==> src/rtl/mem_arbiter.sv <==
// Two-port to one-port memory arbiter: serialises IF fetches and MEM accesses
// onto one downstream port, with a one-cycle turnaround between grants.
module mem_arbiter #(
    parameter bit FAIR = 1'b1
) (
    input  logic        clk,
    input  logic        reset,
    input  logic [15:0] if_memaddr,
    input  logic [1:0]  if_mem_byte_enable,
    input  logic        if_memread,
    output logic        if_mem_resp,
    output logic [15:0] if_mem_rdata,
    input  logic [15:0] mem_memaddr,
    input  logic [1:0]  mem_mem_byte_enable,
    input  logic        mem_memread,
    input  logic        mem_memwrite,
    input  logic [15:0] mem_mem_wdata,
    output logic        mem_mem_resp,
    output logic [15:0] mem_mem_rdata,
    output logic [15:0] pmem_address,
    output logic [1:0]  pmem_byte_enable,
    output logic        pmem_read,
    output logic        pmem_write,
    output logic [15:0] pmem_wdata,
    input  logic [15:0] pmem_rdata,
    input  logic        pmem_resp
);

    typedef enum logic [1:0] {
        IDLE      = 2'd0,
        SERVE_IF  = 2'd1,
        SERVE_MEM = 2'd2
    } state_t;

    state_t state;
    state_t next_state;
    logic   last_grant;
    logic   if_req;
    logic   mem_req;

    assign if_req  = if_memread;
    assign mem_req = mem_memread | mem_memwrite;

    always_ff @(posedge clk) begin
        if (reset) begin
            state      <= IDLE;
            last_grant <= 1'b0;
        end else begin
            state <= next_state;
            if (state == IDLE) begin
                if (next_state == SERVE_IF)
                    last_grant <= 1'b0;
                else if (next_state == SERVE_MEM)
                    last_grant <= 1'b1;
            end
        end
    end

    always_comb begin
        next_state = state;
        unique case (state)
            IDLE: begin
                if (if_req && mem_req) begin
                    if (FAIR && last_grant)
                        next_state = SERVE_IF;
                    else
                        next_state = SERVE_MEM;
                end else if (if_req) begin
                    next_state = SERVE_IF;
                end else if (mem_req) begin
                    next_state = SERVE_MEM;
                end
            end
            // Completion and abort both release the grant into turnaround
            SERVE_IF: begin
                if (pmem_resp || !if_req)
                    next_state = IDLE;
            end
            SERVE_MEM: begin
                if (pmem_resp || !mem_req)
                    next_state = IDLE;
            end
            default: next_state = IDLE;
        endcase
    end

    always_comb begin
        pmem_address     = 16'h0000;
        pmem_byte_enable = 2'b00;
        pmem_read        = 1'b0;
        pmem_write       = 1'b0;
        pmem_wdata       = 16'h0000;
        unique case (state)
            SERVE_IF: begin
                pmem_address     = if_memaddr;
                pmem_byte_enable = if_mem_byte_enable;
                pmem_read        = if_memread;
            end
            SERVE_MEM: begin
                pmem_address     = mem_memaddr;
                pmem_byte_enable = mem_mem_byte_enable;
                pmem_write       = mem_memwrite;
                pmem_read        = mem_memread & ~mem_memwrite;
                pmem_wdata       = mem_mem_wdata;
            end
            default: ;
        endcase
    end

    // A completion coinciding with reset is dropped
    assign if_mem_resp   = pmem_resp & ~reset & (state == SERVE_IF);
    assign mem_mem_resp  = pmem_resp & ~reset & (state == SERVE_MEM);
    assign if_mem_rdata  = pmem_rdata;
    assign mem_mem_rdata = pmem_rdata;

endmodule
==> config.mk <==
export PLATFORM = sky130hd
export DESIGN_NAME = mem_arbiter
export DESIGN_NICKNAME = d
export VERILOG_FILES = /design/src/rtl/mem_arbiter.sv
export SDC_FILE = /design/constraint.sdc
export NUM_CORES = 1
export LEC_CHECK = 0
export CORE_AREA = 10 10 75 77
export CTS_BUF_LIST = sky130_fd_sc_hd__clkbuf_8
export CTS_CLUSTER_SIZE = 8
export DETAILED_ROUTE_END_ITERATION = 16
export DIE_AREA = 0 0 85 87
export MAX_ROUTING_LAYER = met4
export PLACE_DENSITY = 0.82
export SYNTH_ARGS = -nofsm -noshare
export SYNTH_HDL_FRONTEND = slang
export SYNTH_SLANG_ARGS = --single-unit
==> constraint.sdc <==
create_clock -name clk -period 2.25 [get_ports clk]
set_clock_uncertainty 0.05 [all_clocks]
set_input_delay 0.45 -clock clk [delete_from_list [all_inputs] [get_ports clk]]
set_output_delay 0.45 -clock clk [all_outputs]
set_load 0.05 [all_outputs]
==> qor.yml, run 1 <==
finalHoldWorstSlack_ns: 0.4868
min_path_cells: 2
grt_use_total_pct: 10.23
startpoint: "state[0]$_SDFF_PP0_"
arrival_ns: 1.62
min_period_ns: 2.119
required_ns: 1.75
worstMarginPinSlew_ns: 0.2881
ir_worst_vdd_uv: 487.9
rsz0062_at_grt: "no"
final_net_count: 270
ys_warn_count: 0
outcome: "finished clean"
holdBufCountCts: 0
setup.worst_path.end_class: "primary output"
final-hold-violation-count: 0
synth_top_family_by_area: "buffers and inverters"
cts_root_buf: "clkbuf_8"
n_fill_cell: 382
start_util_pct: 22.13
grt_max_degree: 24
drc: 0
synth_fp_nets: 204
syn_area_per_cell_um2: 7.497
max_freq_mhz: 471.8
synthMuxAreaShare_pct: 0
gp_congestion: 0.7193
wl_per_cell_um: 17.01
antennaDiodeCount: 0
r2r_cells: 9
ys_seq_elements: 3
fin_ws_ns: 0.1305
synthesis.area_um2: 937.1
viasPerCell: 4.488
final_area_um2: 2183
firstDrtPassIters: 4
grt_pass1_vias: 1127
synth_fa_ha_area_share_pct: 6.676
pwr_density_cell_nw_per_um2: 679.8
htree_levels: 1
synth_compound_area_share_pct: 25.10
setup-violations-final: 0
io_pins: 144
cts_num_sinks: 3
relSlewSlack_pct: 80.63
tns_ns: 0
io_buffers: 95
grt_first_pass_wirelength_um: 6113
fp.dieW_um: 85
synth-seq-area-share_pct: 6.409
vias: 1086
dp_slack_ns: -0.09969
drtIter0Drc: 17
cts_tree: "built"
drive_above_1_share_pct: 36.32
power.leakage_uw: 0.0008177
postSynthCellCount: 125
critPathMaxFanout: 23
drt_wl_total_um: 4116
grt_antenna_before_repair: 0
clk_latency_ns: 0.21
numCtsBuffers: 3
critPathCapture: "pmem_read"
postCtsSetupBuffers: 0
post-route-period-util_pct: 94.20
synthFlopType: "dfxtp_1"
cts.clk_slew.worst_paths_ns: 0.03
r2r-end: "last_grant$_SDFFE_PP0P_"
critPathKind: "reg2out"
syn_to_final_growth_pct: 133.0
core-area_um2: 4234
drv_cap: 0
ff2ff_setup_slack_ns: 0.27
grt-ovfl-total: 0
rows: 24
hpwlAfterDp_um: 3640
synth_edf_count: 0
cts_max_path_buffers: 2
worstHoldPathType: "reg2reg"
chipHeight_um: 87
async_reset_ff_share_pct: 0
startpoint_type: "flop"
die_area_um2: 7395
final_antenna_net_count: 0
timing.rr.start: "state[1]$_SDFF_PP0_"
synth_xor_area_share_pct: 0
placed_area_um2: 2112
synth-simple-area-share_pct: 30.31
slew_violations: 0
synth.distinct_cells: 24
[logic make-up after synthesis]
group,count (synthesis)
DFF,3
AOI/OAI and AO/OA,29
buffers and inverters,42
adders and majority gates,5
and+or+nand+nor,46
[repair_timing]
action                     CTS  global route
setup endpoints to repair    0            10
resized for setup            0            10
hold endpoints to repair     0             0
[power by group]
group          switching [µW]  leakage [µW]  total, µW  internal, µW
Sequential               19.4     0.0000253       90.1          70.7
Combinational             631      0.000766       1250           616
Clock                    31.3     0.0000269        147           116
[how the worst min path moves through the flow]
stage,startpoint,to,slack [ns]
floorplan,last_grant$_SDFFE_PP0P_,last_grant$_SDFFE_PP0P_,0.44
global placement,last_grant$_SDFFE_PP0P_,last_grant$_SDFFE_PP0P_,0.47
detailed placement,last_grant$_SDFFE_PP0P_,last_grant$_SDFFE_PP0P_,0.48
CTS,last_grant$_SDFFE_PP0P_,last_grant$_SDFFE_PP0P_,0.48
global route,last_grant$_SDFFE_PP0P_,last_grant$_SDFFE_PP0P_,0.50
finish,last_grant$_SDFFE_PP0P_,last_grant$_SDFFE_PP0P_,0.49
[layer usage]
metal	track usage (%)	up-vias	share of wire, %
met5	-	-	0
met4	2.994	0	1.4
met2	18.19	58	54
met1	10.47	489	36
li1	-	530	-
met3	3.371	9	8.2
[flip-flops by register name, summed over array words and instances, names as in the netlist]
| signal | count |
|---|---|
| last_grant | 1 |
| state | 2 |
[cell usage after synthesis (2+ instances only)]
library cell	count	share of area (%)
a22oi_1	18	14
buf_2	2	1.1
nor2b_1	20	13
dfxtp_1	3	6.4
inv_1	3	1.2
and3b_1	2	1.9
clkbuf_1	2	0.80
ha_1	5	6.7
nor2_1	3	1.2
a32o_1	3	3.2
buf_4	34	27
and2_1	18	12
[layout by cell type (no fill, tap or decap), types with 2 or more instances in the layout]
cell type and n:
clkdlybuf4s50_1 57, buf_12 38, nor2b_2 18, and2_1 18, a22oi_1 17, ha_1 5, buf_4 5, inv_1 4
nor2_1 3, a32o_1 3, clkbuf_8 3, nor2b_1 2, and3b_1 2, dfxtp_1 2
[through the flow]
step                      power (µW)  utilization, %  cells
final                           1484           51.57    242
after global routing            1568           51.57    242
after CTS                       1489           50.95    242
after detailed placement        1336           49.88    238
after global placement          1312           49.88    238
after floorplan                888.6               -    125
[cell type report]
cell class / count / area (µm²) / share of cell area [%]
repair buffers: 100 / 1369 / 62.69
multi-input cells: 80 / 631.9 / 28.94
well taps: 52 / 65.06 / 2.980
flip-flops and latches: 3 / 61.31 / 2.808
clock buffers: 3 / 41.29 / 1.891
inverters: 3 / 11.26 / 0.5158
clock inverters: 1 / 3.754 / 0.1719
[critical path, cell delays in order, from the launching register on]
cell      delay (ns)
dfxtp_2         0.34
inv_1           0.08
ha_1            0.20
buf_4           0.24
nand3b_1        0.10
a21boi_1        0.26
buf_12          0.18
No activity file was read; power rests on OpenSTA's default activity.
==> run 2: changes to the inputs <==
--- a/constraint.sdc
+++ b/constraint.sdc
@@ -4,2 +4,2 @@
 set_output_delay 0.45 -clock clk [all_outputs]
-set_load 0.05 [all_outputs]
+set_load 0.1 [all_outputs]
==> qor.yml, run 2 (synthesized netlist as in run 1, its figures left out) <==
io_buffers: 95  # unchanged
arrival_ns: 1.69  # was 1.62 ns
antennaDiodeCount: 0  # unchanged
grt_antenna_before_repair: 0  # unchanged
cts_num_sinks: 3  # unchanged
chipHeight_um: 87  # unchanged
worstMarginPinSlew_ns: 0.2993  # was 0.2881 ns
core-area_um2: 4234  # unchanged
largest-register: "state"  # unchanged
timing.rr.start: "state[0]$_SDFF_PP0_"  # was state[1]$_SDFF_PP0_
final_area_um2: 2280  # was 2183 µm²
drt_wl_total_um: 4298  # was 4116 µm
slew_violations: 0  # unchanged
cts_max_path_buffers: 2  # unchanged
numCtsBuffers: 3  # unchanged
power.leakage_uw: 0.0008619  # was 0.0008177 µW
cp_slowest_cell: "dfxtp_1"  # was dfxtp_2
cts.clk_slew.worst_paths_ns: 0.03  # about the same
min_period_ns: 2.194  # was 2.119 ns
firstDrtPassIters: 4  # unchanged
dp_slack_ns: -0.06181  # was -0.09969 ns
ff2ff_setup_slack_ns: 0.29  # was 0.27 ns
critPathTopFamily: "buffers and inverters"  # unchanged
io_pins: 144  # unchanged
grt_max_degree: 21  # was 24
final_antenna_net_count: 0  # unchanged
grt-ovfl-total: 0  # unchanged
relSlewSlack_pct: 80.05  # was 80.63%
hpwlAfterDp_um: 3803  # was 3640 µm
syn_to_final_growth_pct: 143.3  # was 133.0%
final_net_count: 271  # was 270
critPathKind: "reg2out"  # unchanged
layout_common_cells: "clkdlybuf4s50_1 (56), buf_12 (38), and2_1 (18)"  # was clkdlybuf4s50_1 (57), buf_12 (38), nor2b_2 (18), and2_1 (18), a22oi_1 (17)
worst_path_largest_cell_delay_ns: 0.40  # was 0.34 ns
die_area_um2: 7395  # unchanged
startpoint_type: "flop"  # unchanged
clk_latency_ns: 0.21  # about the same
placed_area_um2: 2193  # was 2112 µm²
cp.depth: 6  # unchanged
final_core_util_pct: 53.84  # was 51.57%
drtIter0Drc: 36  # was 17
htree_levels: 1  # unchanged
required_ns: 1.75  # about the same
fp.dieW_um: 85  # unchanged
ir_worst_vdd_uv: 444.0  # was 487.9 µV
crit_chain: "inv_1 > ha_1 > buf_4 > a22oi_1 > nor2b_4 > buf_12"  # was inv_1 > ha_1 > buf_4 > nand3b_1 > a21boi_1 > buf_12
drv_cap: 0  # unchanged
rsz0062_at_grt: "yes"  # was no
gp_congestion: 0.7999  # was 0.7193
pwr_density_cell_nw_per_um2: 841.6  # was 679.8 nW/µm²
start_util_pct: 22.13  # unchanged
final_common_cell: "clkdlybuf4s50_1"  # unchanged
final-hold-violation-count: 0  # unchanged
post-route-period-util_pct: 97.49  # was 94.20%
outcome: "finished clean"  # unchanged
cts_tree: "built"  # unchanged
largest_reg_flops: 2  # unchanged
cts_root_buf: "clkbuf_8"  # unchanged
worstHoldPathType: "reg2reg"  # unchanged
wl_per_cell_um: 17.69  # was 17.01 µm
drive_above_1_share_pct: 39.27  # was 36.32%
hold_start: "last_grant$_SDFFE_PP0P_"  # unchanged
setup-violations-final: 0  # unchanged
rows: 24  # unchanged
vias: 1094  # was 1086
largestRegisters: "state: 2 flops, last_grant: 1 flops"  # unchanged
fin_ws_ns: 0.05644  # was 0.1305 ns
critPathMaxFanout: 19  # was 23
max_freq_mhz: 455.9  # was 471.8 MHz
path_buf_inv: 3  # unchanged
setup.worst_path.end_class: "primary output"  # unchanged
r2r_cells: 9  # unchanged
min_path_cells: 2  # unchanged
grt_use_total_pct: 10.83  # was 10.23%
grt_pass1_vias: 1162  # was 1127
grt_first_pass_wirelength_um: 6403  # was 6113 µm
drc: 0  # unchanged
postCtsSetupBuffers: 0  # unchanged
startpoint: "state[1]$_SDFF_PP0_"  # was state[0]$_SDFF_PP0_
viasPerCell: 4.502  # was 4.488
==> run 2: worst register-to-register path: stages (launching register included) <==
cell and delay [ns]:
dfxtp_2 0.37, inv_1 0.08, ha_1 0.27, o21ai_2 0.11
a21oi_4 0.08, a32o_1 0.26, ha_1 0.29, nor2b_2 0.13
nor2_1 0.05, a211oi_1 0.19
==> run 2: metal layers <==
| layer | share of wire (%) | wire [µm] | track usage [%] |
|---|---|---|---|
| met1 | 36 | 1526 | 10.83 |
| met3 | 8.9 | 384 | 3.745 |
| met5 | 0 | 0 | - |
| met4 | 1.5 | 63 | 2.994 |
| met2 | 54 | 2324 | 19.55 |
==> run 2: through the flow <==
step           instances  hold WS [ns]  power (µW)   TNS, ns
3_5_place_dp         239        0.4589        1749  -0.06181
2_1_floorplan        125        0.4359        1410         0
4_1_cts              243        0.4636        1906         0
3_3_place_gp         239        0.4698        1732  -0.01726
5_1_grt              243        0.5272        2000   -0.1486
6_report             243        0.4613        1919         0
==> run 2: path summary, 6_finish.rpt <==
kind / to
hold reg to reg: last_grant$_SDFFE_PP0P_
hold / removal: last_grant$_SDFFE_PP0P_
setup reg to reg: last_grant$_SDFFE_PP0P_
setup / recovery: pmem_address[9]
==> run 2: layout make-up <==
type                       count  area [µm²]
fill                         363        1954
timing repair buffer         101        1386
multi-input combinational     80       710.7
tap                           52       65.06
sequential                     3       61.31
clock buffer                   3       41.29
inverter                       3       11.26
clock inverter                 1       3.754
==> run 2: repair_timing <==
item	4_1_cts	5_1_grt
setup endpoints to repair	1	19
pin swaps	0	1
resized for setup	1	9
hold buffers	0	0
hold endpoints to repair	0	0
==> run 2: where the power goes <==
group          internal [µW]  leakage (µW)  total, µW  switching [µW]
clock                    116     0.0000269        148            32.4
sequential              70.7     0.0000253       87.9            17.2
combinational            680      0.000810       1680            1000
total                    866      0.000862       1920            1050
